===== src/rtl/dm_pkg.sv =====
// rtl/dm_pkg.sv - shared constants and state encoding for the data-memory arbiter
package dm_pkg;

    localparam logic [31:0] DM_BASE_ADDR = 32'h4700_0000;
    localparam int          DM_WORDS     = 64;

    typedef enum logic [1:0] {
        IDLE   = 2'd0,
        ACCESS = 2'd1,
        RESP   = 2'd2
    } dm_state_t;

    localparam logic M0 = 1'b0;
    localparam logic M1 = 1'b1;

endpackage


===== src/rtl/dm_rr_arb.sv =====
// rtl/dm_rr_arb.sv - two-input round-robin picker
//
// Ports:
//   req  in  [1:0] request per master
//   ptr  in        master that wins when both request
//   idx  out       index of the winning master
//   any  out       at least one request present
module dm_rr_arb
    import dm_pkg::*;
(
    input  logic [1:0] req,
    input  logic       ptr,
    output logic       idx,
    output logic       any
);

    always_comb begin
        any = |req;
        if (req == 2'b11) begin
            idx = ptr;
        end else if (req[1]) begin
            idx = M1;
        end else begin
            idx = M0;
        end
    end

endmodule


===== src/rtl/dm_arbiter.sv =====
// rtl/dm_arbiter.sv - two-master round-robin sequencer for the single-port data memory
//
// Ports:
//   clk, rst                       clock, synchronous active-high reset
//   mN_req/we/addr/wdata  in       master N request, held until mN_gnt
//   mN_gnt                out      one-cycle accept pulse (during the DM access cycle)
//   mN_rvalid/rdata/err   out      one-cycle response; err flags an out-of-window address
//   dm_a/dm_wd/dm_we      out      DM address, write data, write enable
//   dm_rd                 in       DM read data, combinational from dm_a
module dm_arbiter
    import dm_pkg::*;
#(
    parameter logic [31:0] BASE_ADDR = DM_BASE_ADDR,
    parameter int          WORDS     = DM_WORDS
) (
    input  logic        clk,
    input  logic        rst,
    input  logic        m0_req,
    input  logic        m0_we,
    input  logic [31:0] m0_addr,
    input  logic [31:0] m0_wdata,
    output logic        m0_gnt,
    output logic        m0_rvalid,
    output logic [31:0] m0_rdata,
    output logic        m0_err,
    input  logic        m1_req,
    input  logic        m1_we,
    input  logic [31:0] m1_addr,
    input  logic [31:0] m1_wdata,
    output logic        m1_gnt,
    output logic        m1_rvalid,
    output logic [31:0] m1_rdata,
    output logic        m1_err,
    output logic [31:0] dm_a,
    output logic [31:0] dm_wd,
    output logic        dm_we,
    input  logic [31:0] dm_rd
);

    // 33-bit bounds so a window touching the top of the address space cannot wrap.
    localparam logic [32:0] WIN_LO = {1'b0, BASE_ADDR};
    localparam logic [32:0] WIN_HI = WIN_LO + 33'(4 * WORDS);

    dm_state_t   state, state_n;
    logic        ptr, ptr_n;
    logic        cmd_idx, cmd_idx_n;
    logic        cmd_we, cmd_we_n;
    logic        cmd_win, cmd_win_n;
    logic [1:0]  gnt_q, gnt_n;
    logic [1:0]  rvalid_q, rvalid_n;
    logic [1:0]  err_q, err_n;
    logic [31:0] rdata0_q, rdata0_n;
    logic [31:0] rdata1_q, rdata1_n;
    logic [31:0] dm_a_q, dm_a_n;
    logic [31:0] dm_wd_q, dm_wd_n;
    logic        dm_we_q, dm_we_n;

    logic        arb_idx;
    logic        arb_any;
    logic        sel_we;
    logic [31:0] sel_addr;
    logic [31:0] sel_wdata;
    logic        sel_win;

    dm_rr_arb u_rr_arb (
        .req ({m1_req, m0_req}),
        .ptr (ptr),
        .idx (arb_idx),
        .any (arb_any)
    );

    assign sel_we    = (arb_idx == M1) ? m1_we    : m0_we;
    assign sel_addr  = (arb_idx == M1) ? m1_addr  : m0_addr;
    assign sel_wdata = (arb_idx == M1) ? m1_wdata : m0_wdata;
    assign sel_win   = ({1'b0, sel_addr} >= WIN_LO) && ({1'b0, sel_addr} < WIN_HI);

    // All outputs are registered, so each state computes the values that will
    // be visible during the following state.
    always_comb begin
        state_n   = state;
        ptr_n     = ptr;
        cmd_idx_n = cmd_idx;
        cmd_we_n  = cmd_we;
        cmd_win_n = cmd_win;
        dm_a_n    = dm_a_q;
        dm_wd_n   = dm_wd_q;
        dm_we_n   = 1'b0;
        gnt_n     = 2'b00;
        rvalid_n  = 2'b00;
        err_n     = 2'b00;
        rdata0_n  = 32'h0;
        rdata1_n  = 32'h0;
        case (state)
            IDLE: begin
                if (arb_any) begin
                    cmd_idx_n        = arb_idx;
                    cmd_we_n         = sel_we;
                    cmd_win_n        = sel_win;
                    dm_a_n           = {sel_addr[31:2], 2'b00};
                    dm_wd_n          = sel_wdata;
                    dm_we_n          = sel_we & sel_win;
                    gnt_n[arb_idx]   = 1'b1;
                    state_n          = ACCESS;
                end
            end
            ACCESS: begin
                rvalid_n[cmd_idx] = 1'b1;
                err_n[cmd_idx]    = ~cmd_win;
                if (!cmd_we && cmd_win) begin
                    if (cmd_idx == M1) begin
                        rdata1_n = dm_rd;
                    end else begin
                        rdata0_n = dm_rd;
                    end
                end
                // Loser of this round gets priority next time.
                ptr_n   = ~cmd_idx;
                state_n = RESP;
            end
            RESP: begin
                state_n = IDLE;
            end
            default: begin
                state_n = IDLE;
            end
        endcase
    end

    always_ff @(posedge clk) begin
        if (rst) begin
            state    <= IDLE;
            ptr      <= M0;
            cmd_idx  <= M0;
            cmd_we   <= 1'b0;
            cmd_win  <= 1'b0;
            gnt_q    <= 2'b00;
            rvalid_q <= 2'b00;
            err_q    <= 2'b00;
            rdata0_q <= 32'h0;
            rdata1_q <= 32'h0;
            dm_a_q   <= 32'h0;
            dm_wd_q  <= 32'h0;
            dm_we_q  <= 1'b0;
        end else begin
            state    <= state_n;
            ptr      <= ptr_n;
            cmd_idx  <= cmd_idx_n;
            cmd_we   <= cmd_we_n;
            cmd_win  <= cmd_win_n;
            gnt_q    <= gnt_n;
            rvalid_q <= rvalid_n;
            err_q    <= err_n;
            rdata0_q <= rdata0_n;
            rdata1_q <= rdata1_n;
            dm_a_q   <= dm_a_n;
            dm_wd_q  <= dm_wd_n;
            dm_we_q  <= dm_we_n;
        end
    end

    assign m0_gnt    = gnt_q[0];
    assign m1_gnt    = gnt_q[1];
    assign m0_rvalid = rvalid_q[0];
    assign m1_rvalid = rvalid_q[1];
    assign m0_err    = err_q[0];
    assign m1_err    = err_q[1];
    assign m0_rdata  = rdata0_q;
    assign m1_rdata  = rdata1_q;
    assign dm_a      = dm_a_q;
    assign dm_wd     = dm_wd_q;
    assign dm_we     = dm_we_q;

endmodule

===== config.mk =====
export PLATFORM = sky130hd
export DESIGN_NAME = dm_arbiter
export DESIGN_NICKNAME = d
export VERILOG_FILES = /design/src/rtl/dm_pkg.sv /design/src/rtl/dm_rr_arb.sv /design/src/rtl/dm_arbiter.sv
export SDC_FILE = /design/constraint.sdc
export NUM_CORES = 1
export LEC_CHECK = 0
export BUFFER_PORTS_ARGS = -buffer_cell sky130_fd_sc_hd__buf_4
export CAP_MARGIN = 20
export CORE_MARGIN = 5
export CORE_UTILIZATION = 42
export CTS_CLUSTER_DIAMETER = 100
export DETAILED_ROUTE_END_ITERATION = 8
export PLACE_DENSITY = 0.89
export SLEW_MARGIN = 20
export SYNTH_ARGS = -nofsm -noshare
export SYNTH_HDL_FRONTEND = slang
export SYNTH_HIERARCHICAL = 1
export SYNTH_SLANG_ARGS = --single-unit

===== constraint.sdc =====
create_clock -name clk -period 1.7 [get_ports clk]
set_clock_uncertainty 0.1 [all_clocks]
set_input_delay 0.255 -clock clk [delete_from_list [all_inputs] [get_ports clk]]
set_output_delay 0.255 -clock clk [all_outputs]
set_load 0.05 [all_outputs]

After elaboration in Yosys (flattened, before gate mapping)
Index checks and enable logic that the tools add are counted.

operators by class
  add/subtract/negate cells = 0
  multiply operators = 0
  divide/modulo/power cells = 0
  order comparisons = 6
  equality and inequality tests = 3
  shift-type cells = 0
  muxes and demuxes = 11
  bitwise gates (word level) = 8
  reduce and logical (&&, ||, !) cells = 12

operators by type and width
  cell                  number
  $mux 32               2
  $ge 32x31->1 const B  1
  $lt 32x31->1 const B  1
  $reduce_or 4->1       2
  $not 1->1             6
  $mux 1                5
  $logic_and 1x1->1     4
  $lt 1x2->1 const B    2
  $pmux 2 s2            1
  $reduce_or 2->1       2
  $reduce_or 3->1       1
  $and 2x2->2           1
  $demux 1 s1           2
  $eq 2x1->1 const B    1
  $eq 2x2->1 const B    1
  $ge 1x1->1 const B    2
  $logic_not 2->1       1
  $mux 2                1
  $ne 2x2->1 const B    1
  $reduce_and 2->1      1
  $and 1x1->1           1
  $logic_not 1->1       1

word-level totals
  flip-flop bits (word level) = 139
  latch bits = 0
  RAM bits = 0
  memory bits (read-only) = 0
  input port bits = 166
  logic and storage cells = 53
  memories = 0

Longest topological paths before layout
  depth after elaboration = 6
  mapped depth = 8
  mapped depth without buffers = 7

Cells and area by module
Netlist, hierarchy kept.

by module, submodules not included
  module      times used  cells each  area each (um^2)
  dm_arbiter  1           470         4815.9
  dm_rr_arb   1           3           17.5

Worst setup path after synthesis
OpenSTA, ideal clock, no wires.

  path kind = reg-to-reg
  from = register ptr
  to = register dm_a_q[31] (netlist: dm_a[31])
  library setup time = 128 ps
  arrival = 1290 ps
  required time = 1472 ps
  slack = 182 ps
  cell stages (with the launch flop) = 8
  buffers on the path = 3
  path through = dfxtp_1 -> inv_1 -> a21boi_1 -> buf_4 -> buf_4 -> buf_2 -> mux2i_1 -> o21ai_1

between the ends
  word-level cells in the longest chain between the ends = 2

RTL lines
  item                    line               RTL
  from (decl)             dm_arbiter.sv:45   logic ptr, ptr_n;
  from (signal assigned)  dm_arbiter.sv:146  ptr <= ptr_n;
  $mux 1                  dm_rr_arb.sv:19    if (req == 2'b11) begin
  named net arb_idx       dm_arbiter.sv:58   logic arb_idx;
  $mux 32                 dm_arbiter.sv:73   assign sel_addr = (arb_idx == M1) ? m1_addr : m0_addr;
  to (signal assigned)    dm_arbiter.sv:155  dm_a_q <= dm_a_n;
  to (decl)               dm_arbiter.sv:54   logic [31:0] dm_a_q, dm_a_n;

The timed path passes the listed nets, and every way through them passes these cells.
A chain may end at the register's enable or synchronous reset.

Worst setup path in the final report
  from = input port rst
  to = register rdata0_q[2] (netlist: m0_rdata[2])

between the ends
  word-level cells in the longest chain between the ends = 1

RTL lines
  item                              line               RTL
  from (decl)                       dm_arbiter.sv:17   input logic rst,
  $reduce_or 4->1 (no source line)  -
  to (signal assigned)              dm_arbiter.sv:153  rdata0_q <= rdata0_n;
  to (decl)                         dm_arbiter.sv:52   logic [31:0] rdata0_q, rdata0_n;

No other way between the ends.

==> flow_metrics.env <==
export IMPL_routed_via_density=4.82
export IMPL_gr_usage_met3_pct=7.56
export IMPL_num_rows=39
export IMPL_clock_latency_ns=0.40
export IMPL_synth_main_ff_cell="dfxtp_1"
export IMPL_grt_pass1_vias=4951
export IMPL_htreeDepth=4
export IMPL_die_area_sq_um=13800
export IMPL_setup_viol=0
export IMPL_cts_tree="yes"
export IMPL_cts_buffers=17
export IMPL_synth_xor_area_share_pct=0
export IMPL_yosysTopAreaCell="dfxtp_1"
export IMPL_required_ns=1.94
export IMPL_die_x_um=117
export IMPL_ys_seq_elements=139
export IMPL_diodes=0
export IMPL_p_per_area_nw_per_um2=1100
export IMPL_synth_top_area_share_pct=57.6
export IMPL_async_reset_ff_share_pct=0
export IMPL_rsz0062_at_grt="yes"
export IMPL_finalWirelength_um=17000
export IMPL_coreArea_sq_um=11400
export IMPL_antenna_found_initial=0
export IMPL_p_leak_nw=3.94
export IMPL_path_class="input pin to flop"
export IMPL_vdd_ir_drop_worst_mv=0.669
export IMPL_met1_usage_pct=24.8
export IMPL_cp_start_kind="input pin"
export IMPL_syn_area_per_cell_sq_um=10.2
export IMPL_grt_util_all_layers_pct=23.4
export IMPL_busiest_layer="met2"
export IMPL_clk_pin_slew_worst_paths_ns=0.07
export IMPL_place_area_sq_um=7260
export IMPL_max_clock_freq_mhz=614
export IMPL_nets=975
export IMPL_finalCritPeriodShare_pct=95.7
export IMPL_outcome="finished clean"
export IMPL_grt_max_degree=35
export IMPL_whs_ns=0.0155
export IMPL_layout_setup_ws_ns=0.0724
export IMPL_holdCritStartpoint="m0_addr[6]"
export IMPL_start_util_pct=42.5
export IMPL_synth_edf_count=0
export IMPL_area_growth_pct=73.2
export IMPL_synthMuxAreaShare_pct=12.8
export IMPL_gp_congestion=0.848
export IMPL_route_detailed_drc=0
export IMPL_clockBufferDepth=2
export IMPL_wire_per_inst_um=17.6
export IMPL_grt_pass1_wl_um=24800
export IMPL_numPortBuffers=294
export IMPL_postSynthCellCount=473
export IMPL_drive_gt1_share_pct=43.5
export IMPL_dr_first_iter_drc_count=233
export IMPL_synth_adder_area_share_pct=0
export IMPL_cp_arrival_ns=1.86
export IMPL_cts_sinks=139
export IMPL_synth_top_family_by_area="simple AND/OR/NAND/NOR gates"
export IMPL_chipHeight_um=117
export IMPL_antenna_left=0
export IMPL_dp_worst_setup_slack_ns=-0.0536
export IMPL_worstSetupStartpoint="rst"
export IMPL_yosysWarnings=6
export IMPL_synth_seq_area_share_pct=57.6
export IMPL_r2r_start="ptr$_SDFFE_PP0N_"
export IMPL_critPathMaxFanout=32
export IMPL_finalCriticalPeriod_ns=1.63
export IMPL_design_area_sq_um=8370
export IMPL_use_met2_pct=42.2
export IMPL_dr_pass1_iters=6
export IMPL_endpoint_kind="flop"
export IMPL_syn_cell_area_sq_um=4830
export IMPL_grt_ovfl_total=0
export IMPL_fin_setup_tns_ns=0
export IMPL_slew_violations=0
export IMPL_hold_viol=0
export IMPL_vias=4642
export IMPL_synth_cell_type_count=32
export IMPL_min_path_type="input pin to flop"
export IMPL_fin_util_pct=73.6
export IMPL_synth_compound_area_share_pct=7.77
export IMPL_yosys_top_cells_area="dfxtp_1 (58%), mux2i_1 (13%), and2_1 (8.3%)"
export IMPL_num_io_pins=301
export IMPL_maxCapViolCount=0
export IMPL_root_buffer="clkbuf_16"
export IMPL_synth_simple_area_share_pct=17.8
export IMPL_post_dp_hpwl_um=11900
## metal layers
layer	up-vias	part of all wire (%)
met5	-	0
met4	0	3.0
met3	38	8.9
met2	223	52
met1	2132	36
li1	2249	-
## layout by cell type, fill, tap and decap left out, types with 3 or more instances in the layout
cell             n
buf_4          300
dfxtp_1        139
nand2_1         65
and2_1          64
o21ai_1         62
mux2i_1         60
dlygate4sd3_1   33
clkbuf_16       19
nor2_1          10
buf_12           7
a21oi_1          5
nor4_1           5
inv_6            5
inv_1            4
bufinv_16        4
clkinvlp_4       3
## cells by family after synthesis
group           count (synthesis)
simple gates                  164
flops                         139
compound gates                 72
mux                            62
buf+inv                        35
other cells                     1
## path summary, 6_finish.rpt
check                                               to  slack, ns  cells after the start
worst min register to register     cmd_we$_SDFFE_PP0P_       0.34                      1
worst max register to register    cmd_win$_SDFFE_PP0P_       0.08                      7
worst max-delay path            m0_rdata[2]$_SDFF_PP0_       0.07                      6
worst min-delay path              dm_a[6]$_SDFFE_PP0P_       0.02                      3
## worst max-delay path, stage by stage
cell and delay [ns]:
dlygate4sd3_1 0.55, buf_4 0.16, or3_4 0.40, nor2_4 0.14, buf_12 0.17, and2_1 0.18
## through the flow
step | instances | total power, mW
4_1_cts | 958 | 9.23
2_1_floorplan | 474 | 4.47
3_3_place_gp | 894 | 5.14
3_5_place_dp | 894 | 5.18
6_report | 964 | 9.24
5_1_grt | 964 | 9.58
## final cells by class
cell class              instances  area [sq um]
flip-flops and latches        139          2780
clock buffers                  17           425
repair buffers                346          2840
multi-input cells             300          1920
well taps                     143           179
inverters                       5          18.8
clock inverters                14           209
fillers                       735          3000
## Yosys cell counts, drive strengths merged, types with 2 or more instances
cell type  count
a21o           2
a21oi          5
and2          64
buf           27
clkbuf         3
dfxtp        139
inv            5
mux2i         62
nand2         65
nand2b         3
nand3          2
nor2          12
nor3           2
nor4           7
nor4b          2
nor4bb         2
o21ai         62
## flip-flops by register name, indices dropped and copies added, names as in the netlist
| signal | count |
|---|---|
| dm_wd | 32 |
| m0_rdata | 32 |
| m1_rdata | 32 |
| dm_a | 30 |
| err_q | 2 |
| gnt_q | 2 |
| rvalid_q | 2 |
| state | 2 |
| cmd_idx | 1 |
| cmd_we | 1 |
| cmd_win | 1 |
| dm_we | 1 |
| ptr | 1 |
## timing repair
item | CTS | global route
hold buffers | 33 | 0
cloned | 0 | 3
gates resized for setup | 4 | 10
pin swaps | 1 | 4
buffers inserted | 0 | 3
endpoints found under the hold margin | 66 | 0
setup endpoints to repair | 20 | 43
## power by group
part / leakage (nW) / switching (mW) / internal [mW]
clock network: 0.301 / 1.51 / 2.49
registers: 1.13 / 0.0892 / 3.42
logic: 2.51 / 1.00 / 0.727
total: 3.94 / 2.60 / 6.64
(Power assumes the default switching activity.)
